### config.mk
export PLATFORM = sky130hd
export DESIGN_NAME = ddr5_phy_crc_sched
export DESIGN_NICKNAME = d
export VERILOG_FILES = /design/src/rtl/ddr5_phy_crc_sched.sv
export SDC_FILE = /design/constraint.sdc
export NUM_CORES = 1
export LEC_CHECK = 0
export CORE_MARGIN = 2
export CORE_UTILIZATION = 46
export DETAILED_ROUTE_END_ITERATION = 16
export PLACE_DENSITY = 0.81
export SLEW_MARGIN = 20
export SYNTH_ARGS = -nofsm -noshare
export SYNTH_HDL_FRONTEND = slang
export SYNTH_SLANG_ARGS = --single-unit
### constraint.sdc
create_clock -name clk_i -period 2.2 [get_ports clk_i]
set_input_delay 0.22 -clock clk_i [delete_from_list [all_inputs] [get_ports clk_i]]
set_output_delay 0.22 -clock clk_i [all_outputs]
set_load 0.02 [all_outputs]
### src/rtl/ddr5_phy_crc_sched.sv
// Write-CRC sequencer for BL16 bursts: feeds eight data bytes to the x4 CRC engine,
// appends the captured CRC byte to the output stream and aborts bursts that stall.
module ddr5_phy_crc_sched #(
  parameter int BEATS_PER_BURST = 8,
  parameter int GAP_TIMEOUT     = 15,
  parameter int TO_W            = 4
) (
  input  logic       clk_i,
  input  logic       rst_i,
  input  logic       crc_cfg_en_i,
  input  logic       wr_valid_i,
  input  logic [7:0] wr_data_i,
  output logic       wr_ready_o,
  output logic       crc_en_o,
  output logic [7:0] crc_data_o,
  output logic       crc_rst_n_o,
  input  logic [7:0] crc_code_i,
  output logic       out_valid_o,
  output logic [7:0] out_data_o,
  output logic       out_is_crc_o,
  output logic       out_last_o,
  output logic       err_timeout_o
);

  localparam int BEAT_W = $clog2(BEATS_PER_BURST + 1);
  localparam logic [BEAT_W-1:0] LAST_BEAT   = BEAT_W'(BEATS_PER_BURST - 1);
  localparam logic [TO_W-1:0]   GAP_LIMIT   = TO_W'(GAP_TIMEOUT);

  typedef enum logic [1:0] {
    S_IDLE,
    S_DATA,
    S_CAP
  } state_e;

  state_e            state_q, state_d;
  logic [BEAT_W-1:0] beat_cnt_q, beat_cnt_d;
  logic [TO_W-1:0]   gap_cnt_q, gap_cnt_d;
  logic              crc_on_q, crc_on_d;
  logic              accept;
  logic              last_beat;
  logic              timeout;
  logic              crc_rst_n_q;
  logic              out_valid_q, out_is_crc_q, out_last_q;
  logic [7:0]        out_data_q;

  // Next-state and combinational outputs; reset forces every output low.
  always_comb begin
    // NOTE: every signal gets a default before the case so no path leaves it unassigned and a latch is never inferred.
    state_d    = state_q;
    beat_cnt_d = beat_cnt_q;
    gap_cnt_d  = gap_cnt_q;
    crc_on_d   = crc_on_q;
    accept     = 1'b0;
    last_beat  = 1'b0;
    timeout    = 1'b0;
    wr_ready_o = 1'b0;
    crc_en_o   = 1'b0;
    crc_data_o = 8'h00;

    if (!rst_i) begin
      unique case (state_q)
        S_IDLE: begin
          wr_ready_o = 1'b1;
          crc_data_o = wr_data_i;
          beat_cnt_d = '0;
          gap_cnt_d  = '0;
          if (wr_valid_i) begin
            accept     = 1'b1;
            crc_en_o   = crc_cfg_en_i;
            crc_on_d   = crc_cfg_en_i;
            beat_cnt_d = BEAT_W'(1);
            state_d    = S_DATA;
          end
        end

        S_DATA: begin
          if (gap_cnt_q == GAP_LIMIT) begin
            // Stalled burst: drop it, the engine is cleared by crc_rst_n_o this cycle.
            timeout    = 1'b1;
            beat_cnt_d = '0;
            gap_cnt_d  = '0;
            state_d    = S_IDLE;
          end else begin
            wr_ready_o = 1'b1;
            crc_data_o = wr_data_i;
            if (wr_valid_i) begin
              accept     = 1'b1;
              crc_en_o   = crc_on_q;
              gap_cnt_d  = '0;
              beat_cnt_d = beat_cnt_q + BEAT_W'(1);
              if (beat_cnt_q == LAST_BEAT) begin
                last_beat = 1'b1;
                state_d   = crc_on_q ? S_CAP : S_IDLE;
              end
            end else begin
              gap_cnt_d = gap_cnt_q + TO_W'(1);
            end
          end
        end

        S_CAP: begin
          // Ninth enable with zero data returns the engine's beat counter to 0.
          crc_en_o   = 1'b1;
          crc_data_o = 8'h00;
          beat_cnt_d = '0;
          state_d    = S_IDLE;
        end

        default: state_d = S_IDLE;
      endcase
    end
  end

  always_ff @(posedge clk_i) begin
    // NOTE: sequential state uses non-blocking assignments so every register samples pre-edge values.
    if (rst_i) begin
      state_q <= S_IDLE;
    end else begin
      state_q <= state_d;
    end
  end

  always_ff @(posedge clk_i) begin
    if (rst_i) begin
      beat_cnt_q <= '0;
      gap_cnt_q  <= '0;
      crc_on_q   <= 1'b0;
    end else begin
      beat_cnt_q <= beat_cnt_d;
      gap_cnt_q  <= gap_cnt_d;
      crc_on_q   <= crc_on_d;
    end
  end

  // Engine reset is pre-decoded so it is low exactly in the timeout cycle,
  // leaving the engine clean before the next first byte can be accepted.
  always_ff @(posedge clk_i) begin
    crc_rst_n_q <= ~rst_i & ~(gap_cnt_d == GAP_LIMIT);
  end

  always_ff @(posedge clk_i) begin
    if (rst_i) begin
      out_valid_q  <= 1'b0;
      out_data_q   <= 8'h00;
      out_is_crc_q <= 1'b0;
      out_last_q   <= 1'b0;
    end else if (accept) begin
      out_valid_q  <= 1'b1;
      out_data_q   <= wr_data_i;
      out_is_crc_q <= 1'b0;
      out_last_q   <= last_beat & ~crc_on_q;
    end else if (state_q == S_CAP) begin
      out_valid_q  <= 1'b1;
      out_data_q   <= crc_code_i;
      out_is_crc_q <= 1'b1;
      out_last_q   <= 1'b1;
    end else begin
      out_valid_q  <= 1'b0;
      out_is_crc_q <= 1'b0;
      out_last_q   <= 1'b0;
    end
  end

  assign crc_rst_n_o   = crc_rst_n_q;
  assign out_valid_o   = out_valid_q;
  assign out_data_o    = out_data_q;
  assign out_is_crc_o  = out_is_crc_q;
  assign out_last_o    = out_last_q;
  assign err_timeout_o = timeout;

endmodule

* After elaboration in Yosys (flattened, before gate mapping)
Index checks and enable logic that the tools add are counted.
Word-level totals: register bits 23, logic and storage cells 73, input bits 20, output and inout bits 23
Cells by class: multiplexer cells 42, bitwise gates (word level) 5, reductions and logical operators 7, equality and inequality tests 8, add/subtract/negate cells 2
Operator list (count):
- $mux 8 | 4
- $mux 1 | 21
- $mux 4 | 5
- $pmux 8 s2 | 1
- $pmux 4 s3 | 1
- $mux 2 | 5
- $add 4x1->4 const B | 2
- $eq 4x4->1 const B | 2
- $pmux 4 s2 | 1
- $ne 3x3->1 const B | 2
- $eq 4x3->1 const B | 1
- $pmux 1 s2 | 2
- $pmux 2 s2 | 1
- $reduce_and 2->1 | 2
- $not 1->1 | 3
- $pmux 1 s3 | 1
- $reduce_and 3->1 | 1
- $reduce_bool 3->1 | 1
- $and 1x1->1 | 2
- $eq 2x1->1 const B | 1
- $eq 2x2->1 const B | 1
- $logic_not 2->1 | 1
- $ne 2x2->1 const B | 1
- $reduce_bool 2->1 | 1
- $reduce_or 2->1 | 1

* Depth between registers and ports, before layout
Gate-level depths: netlist of the first run.
word-level depth 8, depth in mapped cells 7, mapped depth without buffers 6

* Worst setup path after synthesis of the first run
No wires, ideal clock.
path kind flip-flop to output port, from reg gap_cnt_q[0], to out crc_data_o[0], data required time 1980 ps, cell stages (with the launch flop) 7, arrival time 1637 ps, path buffers 1, setup slack 343 ps, path through dfxtp_1 > ha_1 > nand3_4 > a21o_1 > nor2b_1 > clkbuf_1 > and2_1
Between the ends: word-level cells in the longest chain between the ends 4
RTL lines:
- from (decl) | line 37 | logic [TO_W-1:0] gap_cnt_q, gap_cnt_d;
- from (signal assigned) | line 130 | gap_cnt_q <= gap_cnt_d;
- $eq 4x4->1 | line 77 | if (gap_cnt_q == GAP_LIMIT) begin
- $mux 8 | line 77
- $pmux 8 s2 | line 61 | unique case (state_q)
- $mux 8 | line 60 | if (!rst_i) begin
- to (decl) | line 15 | output logic [7:0] crc_data_o,
No other way between the ends.

* Worst setup path after layout of the first run
from reg state_q[0], to out crc_data_o[3]
Between the ends: word-level cells in the longest chain between the ends 3, elaborated cells on any way between the ends 4, those cells by class 1 x eq/ne; 2 x mux; 1 x reduce/logical
RTL lines:
- from (decl) | line 35 | state_e state_q, state_d;
- from (signal assigned) | line 119 | state_q <= state_d;
- $eq 2x1->1 or $logic_not 2->1 (tied branches) | line 61
- $pmux 8 s2 * | line 61
- $mux 8 * | line 60
Every way passes the cells marked *; elsewhere a longest branch is shown, timed or not.

==> metrics.txt, run 1 <==
Setup WS post-layout=0.1457 ns; FF-to-FF End=crc_rst_n_o$_DFF_P_; sw frac=30.69%; area delta synth->final=38.55%; 1st-pass router iterations=11; CP max stage cell=dfxtp_2; global-route usage over all layers=roughly a fifth; worst skew pair latency=~0.31 ns; post-detail-place hpwl=2608 um; Port-buffer cells=42; Max Cap Viol=0; Fin. Hold Viols=0; Starting Density=49.06%; Internal=638.4 uW; CP endpoint=crc_data_o[3]; Post-Synthesis Cells=between 150 and 200; type of origin of the critical path=register; clk sinks=23; number of buffers added for setup after CTS=0; Clk pwr share=20.9%; CP Cell Sequence=inv_1 -> ha_2 -> a21o_1 -> nor2b_2 -> and2_1 -> dlygate4sd2_1; Syn Nets=185; met2 Track Usage GR=36.92%; Slew HR=77.76%; Yosys warning count=0; Die Wd=58.70 um; FMAX=just under 0.5 GHz; Leakage=roughly 0.00073 uW; first-pass GRT wire length=5747 um; commonest cells after routing, fill and taps aside=31 x clkdlybuf4s50_1, 20 x dfxtp_1, 15 x nand3_1; asr flop ratio synth=0%; DR vias=1383; CTS tree=done; R2R depth=7; die area=between 3000 and 4000 sq um; n_diodes=0; sequential area share after synthesis=about a third; CP required=1.98 ns; crit path kind=register to output pin; synthesized cell area=~1400 sq um; Reg2Reg Launch Point=state_q[0]$_SDFFE_PP0P_; DRC Markers=9; total gr overflow=0; total CTS buffers=3; grt met3 use=3.736%; EDFF count, synth=0; Cell Area, Placed=between 1500 and 2000 sq um; max incr delay on CP=about 0.4 ns; unrepaired setup endpoints after global routing=no; Tightest Pin Transition=0.3333 ns; IO Count=43; CTS hold repair buffers=0; PwrDens=483.1 nW/um^2; total wire length=3492 um; core footprint=2805 sq um; status=finished with violations; Slew Viols, Final=0; layer with the highest usage=met2; root buffer cell=clkbuf_4; Final Instance Area=1907 sq um; final setup fails=0; largest net degree at the start of global routing=18; Max Root-Sink Buffers=2; commonest non-fill, non-tap cell in the layout=clkdlybuf4s50_1; Most used DFF post-synth=dfxtp_1; pre-CTS setup slack=-0.04810 ns; Min-Delay Path Class=register to register; Yosys reg bits=23; post-synthesis cell type count=45; wire per inst=roughly 15 um; Placer Congestion=around 0.85; worst-path fanout max=5; combinational power share=29.9%; row count=19; Worst setup EP type=output pin; worst-case clock skew=0.001214 ns; failing checks=DRC; antenna-violating nets left=0; number of DRC markers in iteration 0=66; Clock Pin Slew Worst Setup and Hold Paths=0.12 ns; DIE HEIGHT=58.70 um; Post-Syn Area per Cell=8.656 sq um; vias in the first global route=1320; Final Cycle Share=93.38%; Max VDD drop=roughly 0.31 mV; GR met1 Demand/Resource=25.82%; fin crit period=2.054 ns; layout cells sized above 1=18.36%; NetSw=between 200 and 300 uW; vias per std cell=about 5.8; crit path launch=state_q[0]$_SDFFE_PP0P_; initial antenna violation count=0; critical path data arrival time=1.83 ns; sequential power share=49.2%; layout net count=234; CTS H-tree lvls=1; internal reg-to-reg setup slack=between 0.3 and 0.4 ns
worst max-delay path, delay by kind of cell (launching register included):
kind / cells / cell delay (ns)
DFF: 1 / 0.39
buffers and inverters: 2 / 0.39
and+or+nand+nor: 2 / 0.33
adders and majority gates: 1 / 0.22
AOI/OAI and AO/OA: 1 / 0.19
kinds of logic (layout without fill, tap and decap cells):
logic type      after synthesis  in the layout  synth area share [%]
flops                        23             23                 33.45
fa+ha+maj                     6              6                 5.454
compound gates               42             42                 22.82
buf+inv                      16             63                 5.727
simple gates                 62             63                 25.37
mux                           9              9                 6.546
xor+xnor                      1              1                0.6365
worst min-delay path by stage:
| stage | from | to | slack, ns | cells after the start |
|---|---|---|---|---|
| 2_1_floorplan | wr_data_i[0] | out_data_o[0]$_SDFFE_PP0P_ | 0.37 | 2 |
| 3_3_place_gp | beat_cnt_q[1]$_SDFFE_PP0P_ | beat_cnt_q[1]$_SDFFE_PP0P_ | 0.46 | 2 |
| 3_5_place_dp | beat_cnt_q[1]$_SDFFE_PP0P_ | beat_cnt_q[1]$_SDFFE_PP0P_ | 0.48 | 2 |
| 4_1_cts | beat_cnt_q[1]$_SDFFE_PP0P_ | beat_cnt_q[1]$_SDFFE_PP0P_ | 0.49 | 2 |
| 5_1_grt | wr_data_i[2] | out_data_o[2]$_SDFFE_PP0P_ | 0.50 | 3 |
| 6_report | beat_cnt_q[1]$_SDFFE_PP0P_ | beat_cnt_q[1]$_SDFFE_PP0P_ | 0.49 | 2 |
sequential cells by signal, indices dropped and copies added (netlist names):
register and flops:
beat_cnt_q 4, crc_on_q 1, crc_rst_n_o 1, gap_cnt_q 4, out_data_o 8, out_is_crc_o 1, out_last_o 1, out_valid_o 1
state_q 2
cells in the mapped netlist, drive strengths merged, types with 3 or more instances:
| cell type | instances | area (sq um) |
|---|---|---|
| nor2 | 9 | 38.79 |
| o21ai | 8 | 40.04 |
| nand2b | 3 | 18.77 |
| clkbuf | 3 | 12.51 |
| buf | 9 | 51.30 |
| ha | 6 | 75.07 |
| nand2 | 8 | 30.03 |
| nor3 | 6 | 30.03 |
| mux2i | 9 | 90.09 |
| dfxtp | 23 | 460.4 |
| inv | 4 | 15.01 |
| nand3 | 16 | 92.59 |
| and2 | 9 | 58.81 |
| a21oi | 12 | 63.81 |
| o31ai | 8 | 100.1 |
layer usage:
metal / vias up / part of all wire [%]
met4: 0 / 1.4
met3: 7 / 9.3
met2: 73 / 48
li1: 678 / -
met5: - / 0
met1: 625 / 42
layout make-up:
type                    instances  area [sq um]
fillers                       231         898.4
multi-input cells             121         858.3
repair buffers                 55         504.2
flip-flops and latches         23         464.2
well taps                      31         38.79
clock buffers                   4         26.28
inverters                       4         15.01
power by group through the flow:
stage	combinational (uW)	clock, uW	sequential (uW)
floorplan	136	0	478
global placement	269	0	459
detailed placement	275	0	461
CTS	271	203	452
global route	298	224	455
finish	276	192	453
repair_timing:
action	4_1_cts	5_1_grt
setup endpoints to repair	11	8
hold endpoints to repair	0	0
cloned	0	1
resized for setup	17	7
through the flow:
stage / instances / hold WS (ns) / total power, uW / util (%) / setup TNS (ns)
5_1_grt: 238 / 0.5037 / 977.0 / 67.98 / 0
6_report: 238 / 0.4919 / 921.1 / 67.98 / 0
3_3_place_gp: 233 / 0.4644 / 728.0 / 66.64 / 0
2_1_floorplan: 159 / 0.3681 / 613.5 / - / 0
4_1_cts: 237 / 0.4928 / 926.1 / 67.62 / 0
3_5_place_dp: 233 / 0.4751 / 736.4 / 66.64 / -0.2669
No activity file was read; power rests on OpenSTA's default activity.
==> run 2, diff against run 1 <==
--- a/config.mk
+++ b/config.mk
@@ -5,6 +5,7 @@
 export SDC_FILE = /design/constraint.sdc
 export NUM_CORES = 1
 export LEC_CHECK = 0
+export CORE_ASPECT_RATIO = 0.75
 export CORE_MARGIN = 2
 export CORE_UTILIZATION = 46
 export DETAILED_ROUTE_END_ITERATION = 16
==> run 2 against run 1 <==
The run now ends clean. Worst hold slack lost 0.0065 ns. Via count shrank 1.3%. Routed wire length grew 8.1%. Worst setup slack lost 0.0030 ns. Count of clock-buffer cells in the layout shrank 1. Clock power grew 40%. Register-to-register slack lost 0.05 ns. Global-route usage grew 3.0 points. Sequential cell count is the same. Final area grew 1.9%. Critical path type unchanged. Highest routed layer unchanged.
==> metrics.txt, run 2 (synthesis gave the netlist of run 1 again) <==
Starting Density=47.58% (was 49.06%); Worst setup EP type=output pin (unchanged); first-pass GRT wire length=6189 um (was 5747 um); fin crit period=2.057 ns (was 2.054 ns); crit path launch=state_q[1]$_SDFFE_PP0P_ (was state_q[0]$_SDFFE_PP0P_); largest net degree at the start of global routing=18 (unchanged); Clock Pin Slew Worst Setup and Hold Paths=0.08 ns (was 0.12 ns); layout net count=233 (was 234); CTS tree=done (unchanged); PwrDens=513.6 nW/um^2 (was 483.1 nW/um^2); Fin. Hold Viols=0 (unchanged); initial antenna violation count=0 (unchanged); pre-CTS setup slack=0.01679 ns (was -0.04810 ns); combinational power share=27.9% (was 29.9%); Die Wd=67.16 um (was 58.70 um); Leakage=0.0007730 uW (was 0.0007317 uW); commonest cells after routing, fill and taps aside=31 x clkdlybuf4s50_1, 22 x dfxtp_1, 15 x nand3_1 (was 31 x clkdlybuf4s50_1, 20 x dfxtp_1, 15 x nand3_1); Internal=696.3 uW (was 638.4 uW); Max VDD drop=0.3477 mV (was 0.3126 mV); area delta synth->final=41.18% (was 38.55%); total wire length=3776 um (was 3492 um); CP required=1.98 ns (about the same); sw frac=30.23% (was 30.69%); n_diodes=0 (unchanged); die area=3450 sq um (was 3446 sq um); final setup fails=0 (unchanged); CTS H-tree lvls=1 (unchanged); Slew HR=72.08% (was 77.76%); total CTS buffers=3 (unchanged); total gr overflow=0 (unchanged); FMAX=0.4861 GHz (was 0.4868 GHz); status=finished clean (was finished with violations); vias in the first global route=1343 (was 1320); Max Cap Viol=0 (unchanged); post-detail-place hpwl=2913 um (was 2608 um); Max Root-Sink Buffers=2 (unchanged); Tightest Pin Transition=0.4133 ns (was 0.3333 ns); commonest non-fill, non-tap cell in the layout=clkdlybuf4s50_1 (unchanged); startpoint of the worst hold path=beat_cnt_q[1]$_SDFFE_PP0P_ (unchanged); DIE HEIGHT=51.37 um (was 58.70 um); layout cells sized above 1=16.50% (was 18.36%); DRC Markers=0 (was 9); Clk pwr share=26.8% (was 20.9%); Min-Delay Path Class=register to register (unchanged); Final Cycle Share=93.51% (was 93.38%); IO Count=43 (unchanged); CTS hold repair buffers=0 (unchanged); NetSw=301.7 uW (was 282.7 uW); global-route usage over all layers=24.27% (was 21.23%); critical path data arrival time=1.84 ns (was 1.83 ns); root buffer cell=clkbuf_8 (was clkbuf_4); max FFs per register=8 (unchanged); Port-buffer cells=42 (unchanged); number of DRC markers in iteration 0=92 (was 66); unrepaired setup endpoints after global routing=no (unchanged); clk sinks=23 (unchanged); type of origin of the critical path=register (unchanged); Setup WS post-layout=0.1428 ns (was 0.1457 ns); worst skew pair latency=0.27 ns (was 0.31 ns); crit path kind=register to output pin (unchanged); sequential power share=45.3% (was 49.2%); vias per std cell=5.594 (was 5.811); TNS Setup=0 ns (unchanged); Slew Viols, Final=0 (unchanged); DR vias=1365 (was 1383); row count=17 (was 19); Placer Congestion=0.8515 (was 0.8488); core footprint=2893 sq um (was 2805 sq um); Reg2Reg Launch Point=state_q[0]$_SDFFE_PP0P_ (unchanged); wire per inst=15.48 um (was 14.67 um); antenna-violating nets left=0 (unchanged); worst-case clock skew=0.005871 ns (was 0.001214 ns); 1st-pass router iterations=4 (was 11); worst-path fanout max=13 (was 5)
run 2: changes by cell type in the layout (fill, tap and decap cells not counted), sizes merged:
cell | previous run | this run
clkbuf | 5 | 3
nor2b | 3 | 2
clkdlybuf4s15 | 3 | 1
dlymetal6s2s | 0 | 2
dlygate4sd2 | 7 | 8
clkinv | 0 | 1
run 2: routing by layer:
metal	wire [um]	up-vias	GRT usage (%)	share of wire, %
met5	0	-	0	0
met4	52	0	8.844	1.4
met3	201	6	5.947	5.3
met2	1895	47	40.92	50
met1	1627	639	29.88	43
li1	-	673	-	-
run 2: final cells by class:
class / instances / area (sq um)
inverters: 4 / 15.01
repair buffers: 55 / 525.5
multi-input cells: 120 / 847.1
clock buffers: 3 / 41.29
clock inverters: 1 / 5.005
flip-flops and latches: 23 / 461.7
fillers: 249 / 949.7
well taps: 38 / 47.55
run 2: worst paths after layout:
check                           slack, ns                          to  cells past startpoint
worst max register to register       0.31  beat_cnt_q[2]$_SDFFE_PP0P_                      7
worst max-delay path                 0.14                    crc_en_o                      7
worst min-delay path                 0.49  beat_cnt_q[1]$_SDFFE_PP0P_                      2
worst min register to register       0.49  beat_cnt_q[1]$_SDFFE_PP0P_                      2
run 2: power by group through the flow:
stage               clock, uW  combinational [uW]  sequential (uW)
floorplan                   0                 136              478
global placement            0                 274              460
detailed placement          0                 283              462
CTS                       277                 279              452
global route              292                 302              454
finish                    268                 278              452
run 2: repair_timing:
| item | 4_1_cts | 5_1_grt |
|---|---|---|
| setup endpoints to repair | 10 | 3 |
| setup buffers | 0 | 0 |
| gates resized for setup | 11 | 5 |
run 2: critical path: stages (launching register included):
cell and delay [ns]:
dfxtp_2 0.34, inv_1 0.10, ha_1 0.18, buf_4 0.18, a32o_1 0.18, a21oi_1 0.06
nor3_1 0.18, clkdlybuf4s15_1 0.34
run 2: metrics by stage:
| stage | cell area [sq um] | power (uW) | instances | hold slack, ns | util [%] |
|---|---|---|---|---|---|
| finish | 1943 | 998.0 | 244 | 0.4854 | 67.17 |
| global route | 1943 | 1048 | 244 | 0.5198 | 67.17 |
| CTS | 1933 | 1007 | 244 | 0.4846 | 66.83 |
| detailed placement | 1891 | 745.0 | 240 | 0.4721 | 65.35 |
| global placement | 1891 | 733.3 | 240 | 0.4595 | 65.35 |
| floorplan | 1376 | 613.5 | 159 | 0.3681 | - |
